[src/rtl/mbist_addr_scan_ctrl_if.sv]
// Bundle between the MBIST configuration side, the address scan master and the
// address generator's start/end chain.
// Ports: cfg_* request/ack and readback (config side), scan_* / sdi / sdo (chain side).
// Modport master is the scan controller; slave is the config logic plus generator.
interface mbist_addr_scan_ctrl_if #(
  parameter int BIST_ADDR_WD = 9
);
  logic                    cfg_req;
  logic                    cfg_rd_only;
  logic [BIST_ADDR_WD-1:0] cfg_start_addr;
  logic [BIST_ADDR_WD-1:0] cfg_end_addr;
  logic                    cfg_ack;
  logic                    busy;
  logic [BIST_ADDR_WD-1:0] rd_start_addr;
  logic [BIST_ADDR_WD-1:0] rd_end_addr;
  logic                    scan_shift;
  logic                    scan_load;
  logic                    sdi;
  logic                    sdo;

  modport master (
    input  cfg_req, cfg_rd_only, cfg_start_addr, cfg_end_addr, sdo,
    output cfg_ack, busy, rd_start_addr, rd_end_addr, scan_shift, scan_load, sdi
  );

  modport slave (
    output cfg_req, cfg_rd_only, cfg_start_addr, cfg_end_addr, sdo,
    input  cfg_ack, busy, rd_start_addr, rd_end_addr, scan_shift, scan_load, sdi
  );
endinterface

[src/rtl/mbist_addr_scan_ctrl.sv]
// Serial scan master: shifts a {start,end} address pair into the generator chain
// LSB first while capturing the old contents from sdo; optional read-only recirculate.
// Ports: clk, rst_n (async active-low), bus (master modport: cfg_*, rd_*, scan_*, sdi, sdo).
module mbist_addr_scan_ctrl #(
  parameter int BIST_ADDR_WD = 9,
  parameter int CNT_WD       = $clog2(2*BIST_ADDR_WD+1)
) (
  input logic                    clk,
  input logic                    rst_n,
  mbist_addr_scan_ctrl_if.master bus
);

  localparam int                CHAIN_LEN = 2*BIST_ADDR_WD;
  localparam logic [CNT_WD-1:0] LAST_CNT  = CNT_WD'(CHAIN_LEN-1);

  typedef enum logic [1:0] {IDLE, SHIFT, LOAD, DONE} state_t;

  state_t                  state, state_nxt;
  logic [CHAIN_LEN-1:0]    tx_q, tx_d;
  logic [CHAIN_LEN-1:0]    rx_q, rx_d;
  logic                    rd_only_q, rd_only_d;
  logic [CNT_WD-1:0]       cnt_q, cnt_d;
  logic [BIST_ADDR_WD-1:0] rd_start_q, rd_start_d;
  logic [BIST_ADDR_WD-1:0] rd_end_q, rd_end_d;

  always_ff @(posedge clk or negedge rst_n) begin
    if (!rst_n) begin
      state      <= IDLE;
      tx_q       <= '0;
      rx_q       <= '0;
      rd_only_q  <= 1'b0;
      cnt_q      <= '0;
      rd_start_q <= '0;
      rd_end_q   <= '0;
    end else begin
      state      <= state_nxt;
      tx_q       <= tx_d;
      rx_q       <= rx_d;
      rd_only_q  <= rd_only_d;
      cnt_q      <= cnt_d;
      rd_start_q <= rd_start_d;
      rd_end_q   <= rd_end_d;
    end
  end

  always_comb begin
    state_nxt  = state;
    tx_d       = tx_q;
    rx_d       = rx_q;
    rd_only_d  = rd_only_q;
    cnt_d      = cnt_q;
    rd_start_d = rd_start_q;
    rd_end_d   = rd_end_q;
    case (state)
      IDLE: begin
        if (bus.cfg_req) begin
          tx_d      = {bus.cfg_start_addr, bus.cfg_end_addr};
          rd_only_d = bus.cfg_rd_only;
          cnt_d     = '0;
          state_nxt = SHIFT;
        end
      end
      SHIFT: begin
        tx_d  = tx_q >> 1;
        // Oldest chain bit (old end_addr[0]) ends up at rx[0] after the last shift.
        rx_d  = {bus.sdo, rx_q[CHAIN_LEN-1:1]};
        cnt_d = cnt_q + CNT_WD'(1);
        if (cnt_q == LAST_CNT) begin
          if (rd_only_q) begin
            // Readback is registered on the edge entering DONE so it is
            // valid in the same cycle as cfg_ack; the final sdo bit is in rx_d.
            state_nxt  = DONE;
            rd_start_d = rx_d[CHAIN_LEN-1:BIST_ADDR_WD];
            rd_end_d   = rx_d[BIST_ADDR_WD-1:0];
          end else begin
            state_nxt = LOAD;
          end
        end
      end
      LOAD: begin
        state_nxt  = DONE;
        rd_start_d = rx_q[CHAIN_LEN-1:BIST_ADDR_WD];
        rd_end_d   = rx_q[BIST_ADDR_WD-1:0];
      end
      DONE: begin
        state_nxt = IDLE;
      end
      default: begin
        state_nxt = IDLE;
      end
    endcase
  end

  // Scan outputs are decoded from state only; cfg_req never reaches them
  // combinationally. In read-only mode sdo loops back to sdi while shifting.
  assign bus.scan_shift    = (state == SHIFT);
  assign bus.scan_load     = (state == LOAD);
  assign bus.cfg_ack       = (state == DONE);
  assign bus.busy          = (state != IDLE);
  assign bus.sdi           = (state == SHIFT) && (rd_only_q ? bus.sdo : tx_q[0]);
  assign bus.rd_start_addr = rd_start_q;
  assign bus.rd_end_addr   = rd_end_q;

endmodule
[src/flat_wrapper.sv]
// flat-port wrapper written by rule: the top's interface ports become plain ports
module mbist_addr_scan_ctrl_flat 
#(
  parameter int BIST_ADDR_WD = 9,
  parameter int CNT_WD       = $clog2(2*BIST_ADDR_WD+1)
)
  (clk, rst_n, bus_cfg_req, bus_cfg_rd_only, bus_cfg_start_addr, bus_cfg_end_addr, bus_sdo, bus_cfg_ack, bus_busy, bus_rd_start_addr, bus_rd_end_addr, bus_scan_shift, bus_scan_load, bus_sdi);
  mbist_addr_scan_ctrl_if #(.BIST_ADDR_WD(BIST_ADDR_WD)) bus_i ();
  input logic clk;
  input logic rst_n;
  input wire logic [$bits(bus_i.cfg_req)-1:0] bus_cfg_req;
  input wire logic [$bits(bus_i.cfg_rd_only)-1:0] bus_cfg_rd_only;
  input wire logic [$bits(bus_i.cfg_start_addr)-1:0] bus_cfg_start_addr;
  input wire logic [$bits(bus_i.cfg_end_addr)-1:0] bus_cfg_end_addr;
  input wire logic [$bits(bus_i.sdo)-1:0] bus_sdo;
  output wire logic [$bits(bus_i.cfg_ack)-1:0] bus_cfg_ack;
  output wire logic [$bits(bus_i.busy)-1:0] bus_busy;
  output wire logic [$bits(bus_i.rd_start_addr)-1:0] bus_rd_start_addr;
  output wire logic [$bits(bus_i.rd_end_addr)-1:0] bus_rd_end_addr;
  output wire logic [$bits(bus_i.scan_shift)-1:0] bus_scan_shift;
  output wire logic [$bits(bus_i.scan_load)-1:0] bus_scan_load;
  output wire logic [$bits(bus_i.sdi)-1:0] bus_sdi;
  assign bus_i.cfg_req = bus_cfg_req;
  assign bus_i.cfg_rd_only = bus_cfg_rd_only;
  assign bus_i.cfg_start_addr = bus_cfg_start_addr;
  assign bus_i.cfg_end_addr = bus_cfg_end_addr;
  assign bus_i.sdo = bus_sdo;
  assign bus_cfg_ack = bus_i.cfg_ack;
  assign bus_busy = bus_i.busy;
  assign bus_rd_start_addr = bus_i.rd_start_addr;
  assign bus_rd_end_addr = bus_i.rd_end_addr;
  assign bus_scan_shift = bus_i.scan_shift;
  assign bus_scan_load = bus_i.scan_load;
  assign bus_sdi = bus_i.sdi;
  mbist_addr_scan_ctrl #(.BIST_ADDR_WD(BIST_ADDR_WD), .CNT_WD(CNT_WD)) u_core (.clk(clk), .rst_n(rst_n), .bus(bus_i));
endmodule
[config.mk]
export PLATFORM = sky130hd
export DESIGN_NAME = mbist_addr_scan_ctrl_flat
export DESIGN_NICKNAME = d
export VERILOG_FILES = /design/src/rtl/mbist_addr_scan_ctrl_if.sv /design/src/rtl/mbist_addr_scan_ctrl.sv /design/src/flat_wrapper.sv
export SDC_FILE = /design/constraint.sdc
export NUM_CORES = 1
export LEC_CHECK = 0
export CAP_MARGIN = 20
export CORE_UTILIZATION = 58
export CTS_CLUSTER_DIAMETER = 30
export DETAILED_ROUTE_END_ITERATION = 16
export PLACE_DENSITY = 0.85
export SLEW_MARGIN = 5
export SYNTH_ARGS = -nofsm -noshare
export SYNTH_HDL_FRONTEND = slang
export SYNTH_SLANG_ARGS = --single-unit
[constraint.sdc]
create_clock -name clk -period 5.3 [get_ports clk]
set_clock_uncertainty 0.15 [all_clocks]
set_input_delay 1.06 -clock clk [delete_from_list [all_inputs] [get_ports clk]]
set_output_delay 1.06 -clock clk [all_outputs]
set_load 0.01 [all_outputs]
[After elaboration in Yosys (flattened, before gate mapping)]
Index checks and enable logic that the tools add are counted.
Cells by class
  add/sub/neg operators: 1
  multiplexer cells: 15
  equal/unequal tests: 7
  reductions and logical operators: 9
Operators with widths (number)
  $mux 9: 4
  $pmux 18 s2: 1
  $pmux 9 s2: 2
  $mux 18: 1
  $pmux 5 s2: 1
  $pmux 2 s4: 1
  $reduce_and 2->1: 3
  $reduce_bool 2->1: 3
  $add 5x1->5 const B: 1
  $eq 5x5->1 const B: 1
  $mux 5: 1
  $eq 2x2->1 const B: 2
  $mux 2: 2
  $ne 2x1->1 const B: 2
  $reduce_and 3->1: 1
  $eq 2x1->1 const B: 1
  $logic_not 2->1: 1
  $mux 1: 2
  $ne 2x2->1 const B: 1
  $logic_and 1x1->1: 1
Storage, ports and cells
  input port bits: 23
  logic and storage cells: 39
  register bits: 62
  output and inout bits: 23

[Longest topological paths before layout]
  depth after elaboration: 3
  mapped depth: 8
  mapped depth without buffers: 6

[Worst setup path before layout]
OpenSTA, ideal clock, no wires.
  path kind: flip-flop to output port
  start: reg u_core.state[1]
  end: out bus_sdi
  required time: 4.090 ns
  stages on the path, launching flop included: 6
  arrival time: 1.492 ns
  path slack: 2.598 ns
  path buffers: 2
  cells stage by stage: dfrtp_1 > inv_1 > ha_1 > clkbuf_8 > clkbuf_1 > nor2b_1
Between the ends
  word-level cells in the longest chain between the ends: 2
Ends and longest elaborated chain
  from (decl): line mbist_addr_scan_ctrl.sv:18  | state_t state, state_nxt;
  from (signal assigned): line mbist_addr_scan_ctrl.sv:36  | state <= state_nxt;
  $eq 2x1->1
  via bus_scan_shift: line flat_wrapper.sv:20  | output wire logic [$bits(bus_i.scan_shift)-1:0] bus_scan_shift;
  $logic_and 1x1->1: line mbist_addr_scan_ctrl.sv:100  | assign bus.sdi = (state == SHIFT) && (rd_only_q ? bus.sdo : tx_q[0]);
  to (decl): line flat_wrapper.sv:22  | output wire logic [$bits(bus_i.sdi)-1:0] bus_sdi;
The timed path passes the listed nets, and every way through them passes these cells.

[Worst setup path after layout]
  start: in bus_sdo
  end: out bus_sdi
Between the ends
  word-level cells in the longest chain between the ends: 2
Ends and longest elaborated chain
  from (decl): line flat_wrapper.sv:15  | input wire logic [$bits(bus_i.sdo)-1:0] bus_sdo;
  $mux 1: line mbist_addr_scan_ctrl.sv:100
  $logic_and 1x1->1: line mbist_addr_scan_ctrl.sv:100
Every way passes these cells.

==> impl_summary.txt <==
----------------------------------------------------
[Placement]
  Post-DP HPWL ... about 3500 um
  Total cell area at the placement stage ... 3482 um^2
  Port bufs ... 45
  RD Place Congestion ... 0.7265

[Setup path]
  Gate family responsible for the most delay along the worst path ... buffers and inverters
  Arrival time worst endpoint ... about 2300 ps
  Slowest cell on the critical path ... clkdlybuf4s50_1
  Worst reg-to-reg setup slack ... 2150 ps
  Buf+Inv Stages, Crit Path ... 2
  Critical Path End Type ... output port
  Crit path launch type ... primary input
  Longest individual stage delay on the worst path ... around 550 ps
  Worst Path Class, Setup ... primary input to output port
  Library cell appearing most often on the critical path ... clkdlybuf4s50_1
  Crit path required time ... approximately 4100 ps
  CP max FO ... 3
  Critical path, cell by cell ... clkdlybuf4s50_1 > mux2i_1 > nor2b_1 > clkdlybuf4s50_1

[Power and ir drop]
  Power per cell area ... around 660 nW/um^2
  Worst ir drop on vdd ... 0.3787 mV
  Share of power burned in the clock network ... 0.173
  Pint ... 1611 uW
  Fraction of power consumed by sequential logic ... 0.375
  P_leak ... about 0.0016 uW
  Sw Ratio ... 0.3382
  Net Sw Power ... between 800 and 900 uW
  Combinational share of power ... 0.452

[Floorplanning]
  Core area ... approximately 4800 um^2
  Die height ... approximately 74 um
  Starting density of the core ... 0.6199
  Chip width ... 73.99 um
  Cell row count ... 25
  I/O pin cnt ... 46
  Die footprint ... approximately 5500 um^2

[Synth]
  Avg Synthesized Cell Area ... roughly 13 um^2
  Combined area of all synthesized cells ... approximately 3000 um^2
  Main area contributors after synthesis ... dfrtp_1 52%, mux2_2 13%, mux2_4 10%
  Post-synth cell types ... 26
  Number of synthesis warnings ... 0
  Post-synthesis instance total ... ~230
  Area fraction of the dominant cell type after synthesis ... 0.5162
  Proportion of synthesized chip area in sequential cells ... 0.5162
  Net count after synthesis ... roughly 260
  Yosys top cell by area ... dfrtp_1
  Flip-flop and latch count after synthesis ... 62

[GRT]
  Vias in the first global route ... about 1900
  Global Route met2 Usage ... 0.3737
  Peak-usage layer in the global routing report ... met2
  GR Util met3 ... 0.04607
  Met1 layer usage reported by global route ... 0.3014
  Total grt overflow ... 0
  Wire length of the first global-routing pass ... slightly above 9000 um
  Overall routing resource usage ... 0.2301
  Initial antenna violation count ... 0
  Pin count of the biggest net entering global routing ... 63

[STA]
  Maximum clock frequency ... roughly 0.28 GHz
  Final period utilization ... 0.6703
  Number of endpoints with negative hold slack in the final report ... 0
  Slew @ Worst Pin ... between 700 and 800 ps
  Pins Over Slew Limit ... 0
  Fin crit period ... 3552 ps
  Headroom to the max-slew limit ... 0.4954
  Setup TNS ... 0 ps
  Setup violations, final ... 0
  RSZ-0062 raised after global routing ... no

[Routing]
  Iter 0 DRT Violations ... between 100 and 150
  Residual antenna-violating net count after detailed routing ... 0
  Detailed-router iteration count before antenna repair ... 4
  Routed wire length per instance ... around 16 um
  Via-per-instance ratio ... 5.271
  Total Routed Length ... 5411 um
  DRC violation count after routing ... 0
  Total via count in the routed design ... 1829

[Clock network]
  TritonCTS buffer count ... 9
  CTS clk-pin slew, worst paths ... 60 ps
  Post-CTS Setup Repair Bufs ... 0
  H-tree depth ... 3
  Latest clock arrival within the worst-skew pair ... between 300 and 400 ps
  CTS tree ... yes
  # resized after CTS ... 0
  Clock net sink count ... a little over 60
  Number of buffers inserted for hold repair after clock tree synthesis ... 0
  Clk root buf ... clkbuf_8
  Maximum buffer depth of the clock tree ... 2

[Cells and area]
  Antenna diode instance count ... 0
  Highest-count cells in the layout ignoring fill and taps ... 62 x dfrtp_1, 44 x clkdlybuf4s50_1, 35 x mux2_2
  Fin nets ... ~310
  Number of fillers in the final layout ... around 320
  Area added between synthesis and finish ... 22.56%
  Fraction of final layout cells with drive strength greater than 1 ... 0.2821
  Most frequent standard cell in the layout excluding fill and tap cells ... dfrtp_1
  Design area ... 3684 um^2

[Job]
  Number of max-cap violations ... 0

[Min path]
  Worst min-delay path category ... flop to flop

[Run status]
  Outcome ... finished clean

----------------------------------------------------
worst paths after layout:
path	startpoint	to	cells past startpoint
min in group asynchronous	rst_n	u_core.tx_q[4]	2
worst min register to register	u_core.tx_q[8]	u_core.tx_q[8]	2
worst max register to register	u_core.state[1]	u_core.bus.rd_start_addr[1]	7
max in group asynchronous	rst_n	u_core.bus.rd_start_addr[7]	2
worst min-delay path	u_core.tx_q[8]	u_core.tx_q[8]	2
worst max-delay path	bus_sdo	bus_sdi	4
metal layers:
metal	up-vias	part of all wire
li1	895	-
met1	899	0.47
met5	-	0
met4	0	0.012
met3	6	0.027
met2	29	0.49
sequential cells by signal, indices dropped and copies added, names as in the netlist:
name and flops:
u_core.tx_q 18, u_core.cnt_q 5, u_core.rx_q 18, u_core.bus.rd_start_addr 9, u_core.state 2, u_core.rd_only_q 1
u_core.bus.rd_end_addr 9
final cells by class:
| cell class | count | area, um^2 | area share |
|---|---|---|---|
| sequential | 62 | 1551 | 0.4212 |
| multi-input combinational | 148 | 1356 | 0.3682 |
| timing repair buffer | 48 | 467.9 | 0.1270 |
| clock buffer | 13 | 158.9 | 0.04314 |
| tap | 67 | 83.83 | 0.02276 |
| clock inverter | 3 | 42.54 | 0.01155 |
| inverter | 6 | 22.52 | 0.006114 |
tightest hold or removal path: stages (launching register included):
cell and delay (ps):
dfrtp_1 340, nand2_1 40, o21ai_0 60
per-stage QoR:
step                cells  hold WS [ps]    util  power, uW  setup WS [ps]
detailed placement    331         320.7  0.7182       2020           1745
global route          347         366.5  0.7597       2602           1730
global placement      331         312.3  0.7182       1967           1790
CTS                   347         335.6  0.7597       2452           1729
finish                347         331.7  0.7597       2434           1748
floorplan             227         299.2       -       1669           2598
cells in the mapped netlist (all sizes together):
| library cell | count |
|---|---|
| a221oi | 1 |
| buf | 7 |
| xnor2 | 2 |
| a21oi | 1 |
| mux2i | 19 |
| ha | 7 |
| clkbuf | 4 |
| xor2 | 2 |
| o21ai | 22 |
| mux2 | 55 |
| dfrtp | 62 |
| a32oi | 2 |
| nand4bb | 1 |
| nor2 | 7 |
| nand2 | 22 |
| nor2b | 4 |
| a22o | 1 |
| inv | 6 |
| nand4b | 2 |
power by group through the flow:
stage          logic (uW)  registers [uW]  clock network [uW]
2_1_floorplan         775             894                   0
3_3_place_gp         1060             904                   0
3_5_place_dp         1100             916                   0
4_1_cts              1110             912                 426
5_1_grt              1210             941                 449
6_report             1100             912                 421
cells by family (layout without fill, tap and decap cells):
group           after synthesis  after routing  share of synthesized area
buf+inv                      17             70                    0.03455
flops                        62             62                     0.5162
compound gates               27             27                    0.05121
xor+xnor                      4              4                    0.01166
fa+ha+maj                     7              7                    0.02914
mux                          74             74                     0.2943
simple gates                 36             36                    0.06287
(Power assumes the default switching activity.)
==> variant, RTL diff (same settings) <==
Make the reset (`rst_n`) synchronous in one clocked block. Comments in the files are not updated.
--- a/src/rtl/mbist_addr_scan_ctrl.sv
+++ b/src/rtl/mbist_addr_scan_ctrl.sv
@@ -23,7 +23,7 @@
   logic [BIST_ADDR_WD-1:0] rd_start_q, rd_start_d;
   logic [BIST_ADDR_WD-1:0] rd_end_q, rd_end_d;
 
-  always_ff @(posedge clk or negedge rst_n) begin
+  always_ff @(posedge clk) begin
     if (!rst_n) begin
       state      <= IDLE;
       tx_q       <= '0;
Behaviour: differs if rst_n is asserted again (counterexample within 4 cycles, from zero or initial values and one cycle with rst_n low); with rst_n held inactive, the same outputs for 10 cycles.
==> variant against the original RTL <==
- wire length is 2.2% lower
- sequential cell count did not move
- die area is 1.9% lower
- final area fell by 1.9%
- setup slack got worse by 11 ps
- area after synthesis is 1.9% lower
- critical path type unchanged
- highest routed layer unchanged
Power is not compared: it rests on default switching activity, and its combinational part moved more than twofold at a synthesized area within 25%.
==> variant: results (changes against the original RTL) <==
Slew @ Worst Pin: 922 ps (was 757 ps)
Internal: 1.09 mW
Gpl congestion: 0.692 (was 0.727)
Met3 Use GR: 5.08% (was 4.61%)
Met1 wire length: 2.46 mm (was 2.54 mm)
Via density per instance: 5.31 (was 5.27)
Worst hold margin: 306 ps (was 332 ps)
Max Fclk: 281 MHz (was 282 MHz)
Slowest cell on crit path: clkdlybuf4s50_1 (unchanged)
Die X: 73.3 um (was 74.0 um)
Signal inverters: 8 (was 6)
Total track usage: 22.3% (was 23.0%)
Crit-path max FO: 3 (unchanged)
Largest cells by area after synthesis: dfxtp_1 (42%), mux2i_1 (19%), nand2_1 (7.5%) (was dfrtp_1 (52%), mux2_2 (13%), mux2_4 (10%))
Syn_area_per_cell: 9.89 sq um (was 13.2 sq um)
Multi-input gate area: 1570 sq um (was 1360 sq um)
Iter 0 DRT Violations: 80 (was 108)
First-pass GRT wire length: 9.11 mm (was 9.13 mm)
Drt wl/cell: 13.0 um (was 15.6 um)
Vias in the first global route: 2119 (was 1891)
Clk tree area frac: 6.17% (was 5.47%)
Post-synth cell types: 29 (was 26)
# nets final: 364 (was 305)
Syn nets: 327 (was 257)
Seq/Total Area, Yosys: 42.1% (was 51.6%)
Final WL: 5.29 mm (was 5.41 mm)
Post-synth top cells: dfxtp_1 (62), nand2_1 (59), mux2i_1 (55) (was dfrtp_1 (62), mux2_2 (35), nand2_1 (21), o21ai_0 (21), mux2_4 (20))
Sequential share of cell area: 34.4% (was 42.1%)
TritonRoute pass-1 iters: 7 (was 4)
Filler Cell Count: 380 (was 322)
Met2 WL: 2.56 mm (was 2.66 mm)
Layout cells sized above 1: 12.4% (was 28.2%)
Status: complete, no violations (unchanged)
R2r setup slk: 2870 ps (was 2150 ps)
M2 GR Usage: 37.7% (was 37.4%)
Layout non-clock buf frac: 13.0% (was 12.7%)
Number of clock buffers in the layout: 12 (was 13)
Largest net degree at the start of global routing: 46 (was 63)
DP HPWL: 3.39 mm (was 3.49 mm)
Met1 usage: 26.2% (was 30.1%)
Util after Layout: 75.0% (was 76.0%)
Metal3 WL: 173 um (was 147 um)
Largest registers: u_core.rx_q: 18 flops, u_core.tx_q: 18 flops (unchanged)
Pre-CTS WS: 1760 ps (was 1750 ps)
Post-synth ARST share: 0% (was 100%)
Placed insts: 391 (was 331)
Area after DPL: 3390 sq um (was 3480 sq um)
Multi-In Gates: 206 (was 148)
[variant: cell types whose count changed in the layout (fill, tap and decap cells not counted), moves of 3 or more]
cell,unedited run,this run
nand3_1,0,4
o211a_1,0,17
mux2_2,35,19
mux2_4,20,0
dfrtp_1,62,0
o21ai_0,21,3
mux2i_1,18,55
nand2_1,21,59
dfxtp_1,0,62
nor2_1,6,2
a21oi_1,1,4
nor2b_1,4,20
[variant: path summary, 6_finish.rpt]
kind	startpoint	end	cells past startpoint
min reg2reg	u_core.bus.rd_end_addr[0]	u_core.bus.rd_end_addr[0]	2
max	bus_sdo	bus_sdi	4
min	u_core.bus.rd_end_addr[0]	u_core.bus.rd_end_addr[0]	2
max reg2reg	u_core.state[0]	u_core.tx_q[2]	5
[variant: kinds of logic after synthesis]
family          Yosys count  synth area share (%)
fa+ha+maj                 6                  2.55
flops                    62                  42.1
simple gates             92                  14.5
compound gates           33                  9.42
mux                      75                  26.4
buf+inv                  30                  5.05
